### src/rtl/usb_bit_timer.sv
// USB bit timer: divides the system clock into bit times, tracks the data-bit
// position within a byte (skipping stuffed bits), counts bytes and flags packet end.
module usb_bit_timer #(
    parameter int CLKS_PER_BIT  = 8,
    parameter int BITS_PER_BYTE = 8,
    parameter int ALMOST_BITS   = 1,
    parameter int BYTE_CNT_W    = 7
) (
    input  logic                             clk,
    input  logic                             n_rst,
    input  logic                             timer_en,
    input  logic                             clear,
    input  logic                             bit_stuff_en,
    input  logic [BYTE_CNT_W-1:0]            num_bytes,
    output logic                             bit_strobe,
    output logic [$clog2(BITS_PER_BYTE)-1:0] bit_index,
    output logic                             byte_almost_complete,
    output logic                             byte_complete,
    output logic [BYTE_CNT_W-1:0]            byte_count,
    output logic                             packet_done
);

    localparam int PH_W  = $clog2(CLKS_PER_BIT);
    localparam int IDX_W = $clog2(BITS_PER_BYTE);

    localparam logic [PH_W-1:0]  PH_LAST    = PH_W'(CLKS_PER_BIT - 1);
    localparam logic [IDX_W-1:0] IDX_LAST   = IDX_W'(BITS_PER_BYTE - 1);
    localparam logic [IDX_W-1:0] IDX_ALMOST = IDX_W'(BITS_PER_BYTE - ALMOST_BITS);

    logic [PH_W-1:0]       r_phase;
    logic [IDX_W-1:0]      r_bit_index;
    logic [BYTE_CNT_W-1:0] r_byte_count;
    logic                  r_packet_done;
    logic                  r_bit_strobe;
    logic                  r_almost;
    logic                  r_complete;

    logic                  w_run;
    logic                  w_wrap;
    logic                  w_last_bit;
    logic [IDX_W-1:0]      w_idx_next;
    logic [BYTE_CNT_W-1:0] w_cnt_next;

    always_comb begin
        w_run      = timer_en && !r_packet_done;
        w_wrap     = w_run && (r_phase == PH_LAST);
        w_last_bit = (r_bit_index == IDX_LAST);
        w_idx_next = r_bit_index + 1'b1;
        w_cnt_next = r_byte_count + 1'b1;
    end

    always_ff @(posedge clk or negedge n_rst) begin
        if (!n_rst) begin
            r_phase       <= '0;
            r_bit_index   <= '0;
            r_byte_count  <= '0;
            r_packet_done <= 1'b0;
            r_bit_strobe  <= 1'b0;
            r_almost      <= 1'b0;
            r_complete    <= 1'b0;
        end else if (clear) begin
            r_phase       <= '0;
            r_bit_index   <= '0;
            r_byte_count  <= '0;
            r_packet_done <= 1'b0;
            r_bit_strobe  <= 1'b0;
            r_almost      <= 1'b0;
            r_complete    <= 1'b0;
        end else begin
            r_bit_strobe <= 1'b0;
            r_almost     <= 1'b0;
            r_complete   <= 1'b0;
            if (w_wrap) begin
                r_phase      <= '0;
                r_bit_strobe <= 1'b1;
                // A stuffed bit still takes a bit time but is not a data bit.
                if (!bit_stuff_en) begin
                    if (w_last_bit) begin
                        r_bit_index  <= '0;
                        r_complete   <= 1'b1;
                        r_byte_count <= w_cnt_next;
                        if ((num_bytes != '0) && (w_cnt_next == num_bytes))
                            r_packet_done <= 1'b1;
                    end else begin
                        r_bit_index <= w_idx_next;
                        if (w_idx_next == IDX_ALMOST)
                            r_almost <= 1'b1;
                    end
                end
            end else if (w_run) begin
                r_phase <= r_phase + 1'b1;
            end
        end
    end

    assign bit_strobe           = r_bit_strobe;
    assign bit_index            = r_bit_index;
    assign byte_almost_complete = r_almost;
    assign byte_complete        = r_complete;
    assign byte_count           = r_byte_count;
    assign packet_done          = r_packet_done;

endmodule

### config.mk
export PLATFORM = sky130hd
export DESIGN_NAME = usb_bit_timer
export DESIGN_NICKNAME = d
export VERILOG_FILES = /design/src/rtl/usb_bit_timer.sv
export SDC_FILE = /design/constraint.sdc
export NUM_CORES = 1
export LEC_CHECK = 0
export CAP_MARGIN = 40
export CELL_PAD_IN_SITES_DETAIL_PLACEMENT = 0
export CELL_PAD_IN_SITES_GLOBAL_PLACEMENT = 1
export CORE_MARGIN = 2
export CORE_UTILIZATION = 32
export DETAILED_ROUTE_END_ITERATION = 8
export PLACE_DENSITY_LB_ADDON = 0.1
export SYNTH_ARGS = -nofsm -noshare
export SYNTH_HDL_FRONTEND = slang
export SYNTH_SLANG_ARGS = --single-unit
### constraint.sdc
create_clock -name clk -period 1.65 [get_ports clk]
set_clock_uncertainty 0.05 [all_clocks]
set_input_delay 0.165 -clock clk [delete_from_list [all_inputs] [get_ports clk]]
set_output_delay 0.165 -clock clk [all_outputs]
set_load 0.01 [all_outputs]
* After elaboration in Yosys (flattened, before gate mapping) *
Index checks and enable logic that the tools add are counted.

word-level totals
  flip-flop bits (word level) = 17
  bits of input ports = 12

cells by class
  add/sub/neg operators = 3
  equality and inequality tests = 5
  multiplexer cells = 27
  reduce and logical (&&, ||, !) cells = 12

operators by type and width
  kind                   count
  $mux W7                4
  $mux W3                7
  $mux W1                16
  $eq A3 B3 Y1 const B   3
  $add A7 B1 Y7 const B  1
  $eq A7 B7 Y1           1
  $reduce_bool A7 Y1     1
  $add A3 B1 Y3 const B  2
  $reduce_bool A2 Y1     3
  $reduce_and A4 Y1      1
  $logic_and A1 B1 Y1    3
  $reduce_and A3 Y1      1
  $reduce_bool A3 Y1     1
  $ne A2 B2 Y1 const B   1
  $reduce_and A2 Y1      1
  $logic_not A1 Y1       1

* Depth between registers and ports, before layout *
Gate-level depths: netlist (run 1).

  depth in word-level cells = 8
  depth in mapped cells = 7
  mapped depth without buffers = 6

* Least setup slack after synthesis (run 1) *
Ideal clock, no wire load.

  kind = reg-to-reg
  start = reg r_byte_count[0], in the netlist byte_count[0]
  end = reg r_packet_done, in the netlist packet_done
  setup time = 0.104 ns
  data arrival time = 1.637 ns
  slack = -0.141 ns
  stages on the path, launching flop included = 6
  cell sequence = dfrtp_1 -> ha_1 -> nand2b_1 -> o211a_1 -> o32a_1 -> o41ai_2

on the way
  word-level cells in the longest chain between the ends = 5

RTL lines
  what                          RTL line  RTL
  from (decl)                   32        logic [BYTE_CNT_W-1:0] r_byte_count;
  from (signal assigned)        81        r_byte_count <= w_cnt_next;
  $add A7 B1 Y7                 49        w_cnt_next = r_byte_count + 1'b1;
  $eq A7 B7 Y1                  82        if ((num_bytes != '0) && (w_cnt_next == num_bytes))
  $logic_and A1 B1 Y1           82
  $reduce_bool A2 Y1 (no line)  --
  $reduce_and A4 Y1 (no line)   --
  to (signal assigned)          57        r_packet_done <= 1'b0;
  to (signal assigned)          65        r_packet_done <= 1'b0;
  to (signal assigned)          83        r_packet_done <= 1'b1;
  to (decl)                     33        logic r_packet_done;

No other way between the ends.
A chain may end at the register's enable or synchronous reset.

* Final worst setup path (run 1) *
  start = reg r_byte_count[1], in the netlist byte_count[1]
  end = reg r_packet_done, in the netlist packet_done

The elaborated chain is that of the path after synthesis.

==> results of run 1 <==
## power groups by stage
| stage | Combinational (mW) | Sequential (mW) | Clock, mW |
|---|---|---|---|
| 2_1_floorplan | 0.0359 | 0.430 | 0 |
| 3_3_place_gp | 0.0912 | 0.430 | 0 |
| 3_5_place_dp | 0.0910 | 0.430 | 0 |
| 4_1_cts | 0.0934 | 0.422 | 0.241 |
| 5_1_grt | 0.102 | 0.423 | 0.254 |
| 6_report | 0.0926 | 0.422 | 0.226 |
## cell type report
cell class	count	area share [%]
inverters	1	0.249
repair buffers	42	25.6
well taps	33	2.74
clock buffers	4	1.74
flip-flops and latches	17	28.4
multi-input cells	78	41.3
## cell usage after synthesis
cell type  instances  area (um^2)
and3_1             3         18.8
clkbuf_1           1         3.75
a2bb2oi_1          1         8.76
nand3_1            7         35.0
dfrtp_1           17          425
buf_4              1         7.51
nor2_1            12         45.0
nor4_1             1         6.26
o41ai_2            1         16.3
nand2b_1           2         12.5
ha_1               6         75.1
nand3b_1           1         7.51
nor2b_1            1         6.26
nor3_1             2         10.0
nor4b_1            1         8.76
or2b_2             1         8.76
buf_2              1         5.00
or3_1              2         12.5
buf_6              1         11.3
inv_1              1         3.75
nand2_1            6         22.5
mux2i_1            2         20.0
o21ai_0            2         10.0
xor2_1             9         78.8
xnor2_1            5         43.8
o32a_1             1         10.0
nand2_2            1         6.26
a21oi_1            7         35.0
and4_1             1         8.76
and4bb_1           1         12.5
o211a_1            1         10.0
nand2b_4           1         13.8
## worst max-delay path: stages (launching register included)
cell,delay [ps]
dfrtp_2,430
ha_4,180
nand2b_4,140
o211a_1,120
o32a_1,320
o41ai_2,320
## timing repair
| item | CTS | global route |
|---|---|---|
| buffers inserted | 1 | 1 |
| setup endpoints to repair | 8 | 9 |
| pin swaps | 12 | 6 |
| resized for setup | 5 | 5 |
## state kept, by name (all words and copies together) (netlist names)
register,flops
packet_done,1
byte_count,7
byte_complete,1
bit_index,3
bit_strobe,1
r_phase,3
byte_almost_complete,1
## cell families (layout without fill, tap and decap cells)
group	after synthesis	in the layout	share of synthesized area, %
simple gates	43	43	23.5
buf+inv	5	47	3.13
flops	17	17	42.6
compound gates	13	13	9.01
fa+ha+maj	6	6	7.51
xor+xnor	14	14	12.3
mux	2	2	2.00
## routing by layer
metal,up-vias,GRT usage (%)
met1,423,21.0
li1,428,-
met2,27,21.4
met3,0,4.33
met5,-,0
met4,0,1.90
## per-stage QoR
step,total power [mW],utilization (%)
2_1_floorplan,0.466,-
3_3_place_gp,0.522,47.4
3_5_place_dp,0.521,47.4
4_1_cts,0.757,49.3
5_1_grt,0.779,50.2
6_report,0.741,50.2
## how the worst min path moves through the flow
| stage | start | endpoint | slack [ps] |
|---|---|---|---|
| 6_report | n_rst | r_phase[2] | 120 |
| 5_1_grt | n_rst | r_phase[2] | 160 |
| 4_1_cts | n_rst | r_phase[2] | 120 |
| 3_5_place_dp | n_rst | r_phase[2] | 460 |
| 3_3_place_gp | n_rst | r_phase[2] | 470 |
| 2_1_floorplan | n_rst | bit_index[0] | -180 |
==> impl_metrics.json, run 1 <==
{
  "grt_pass1_wl_um": 3880,
  "ys_ff_latch": 17,
  "irDropWorstVdd_uv": 342,
  "vias": 878,
  "drive_gt1_share_pct": 26.8,
  "r2r_end": "packet_done",
  "wl_met1_um": 1170,
  "antenna_found_initial": 0,
  "maxCapViolCount": 0,
  "syn_area_per_cell_um2": 10.0,
  "finalInstanceArea_um2": 1510,
  "critPathLaunch": "byte_count[1]",
  "holdBufCountCts": 0,
  "ff_latch_area_um2": 428,
  "cts_tree": "built",
  "cts_root_buffer": "clkbuf_4",
  "nNetsFinal": 161,
  "p_sw_share_pct": 23.8,
  "diodes": 0,
  "critPathMaxFanout": 3,
  "seqPwrFrac_pct": 57.0,
  "multi_input_area_um2": 623,
  "required_ps": 1810,
  "grt_overflow_total": 0,
  "antenna_left": 0,
  "drt-total-wl_um": 2340,
  "r2r_slack_ps": -1,
  "clk_pin_slew_ps": 110,
  "num_rows": 20,
  "met3_length_um": 108,
  "fill_cells": 292,
  "clk_latency_ps": 290,
  "fin_tns_setup_ps": -1.37,
  "drt-initial-drc-count": 40,
  "worstRegToRegCells": 5,
  "cts_sinks": 17,
  "power_density_nw_per_um2": 491,
  "hp-class": "input pin to async pin",
  "violations": "setup timing",
  "start_util_pct": 33.3,
  "ys_seq_area_share_pct": 42.6,
  "dpl.cell_count": 169,
  "final_common_cell": "clkdlybuf4s50_1",
  "via_per_inst": 5.02,
  "grt_max_degree": 18,
  "syn_inst": 100,
  "wl_per_cell_um": 13.4,
  "fin_ws_ps": -1.37,
  "clkPwrFrac_pct": 30.5,
  "crit_arrival_ps": 1810,
  "place_area_um2": 1420,
  "layout_common_cells": "clkdlybuf4s50_1, buf_4, dfrtp_1",
  "setup_viol": 1,
  "critical_path_class": "flop to flop",
  "synth_warnings": 0,
  "netSwitchingPower_mw": 0.177,
  "place_ws_ps": -55.6,
  "synth_cell_type_count": 32,
  "track_usage_pct": 14.4,
  "wl_met2_um": 1060,
  "die_area_um2": 3590,
  "status": "complete, but fails checks",
  "hpwlAfterDp_um": 1740,
  "clock.fmax_ghz": 0.606,
  "hold_ws_ps": 124,
  "cts_made_buffers": 3,
  "highest_layer": "met3",
  "clk_path_buf_depth": 2,
  "die_x_um": 59.9,
  "drc": 0,
  "synth_nets": 118,
  "comb_power_share_pct": 12.5,
  "finalCritPeriodShare_pct": 100,
  "num_io_pins": 26,
  "period_minus_slack_ps": 1650,
  "die_h_um": 59.9,
  "relSlewSlack_pct": 78.9,
  "start_kind": "flop",
  "grt_pass1_vias": 808,
  "slew_viol_final": 0,
  "final_cells": 175,
  "worstSetupEndpointType": "flop",
  "io_buffers": 25,
  "gp_congestion": 0.724,
  "r2r-start": "byte_count[1]",
  "internal_power_mw": 0.564,
  "cts.htree.levels": 1,
  "synth_area_um2": 1000,
  "syn_to_final_growth_pct": 50.8,
  "endpoint": "packet_done",
  "hold_viol_final": 0,
  "leakage_nw": 0.667,
  "tightest_slew_ps": 314,
  "dr.pass1.iters": 5,
  "rsz0062_at_grt": "yes",
  "core_um2": 3000
}
Note: power is estimated with default switching activity, not from simulation.
==> inputs of run 2 (changes only) <==
CTS_CLUSTER_DIAMETER = 120   (was unset)
==> results of run 2 <==
Same layout as run 1: the final DEF is identical, and so are final timing and power.
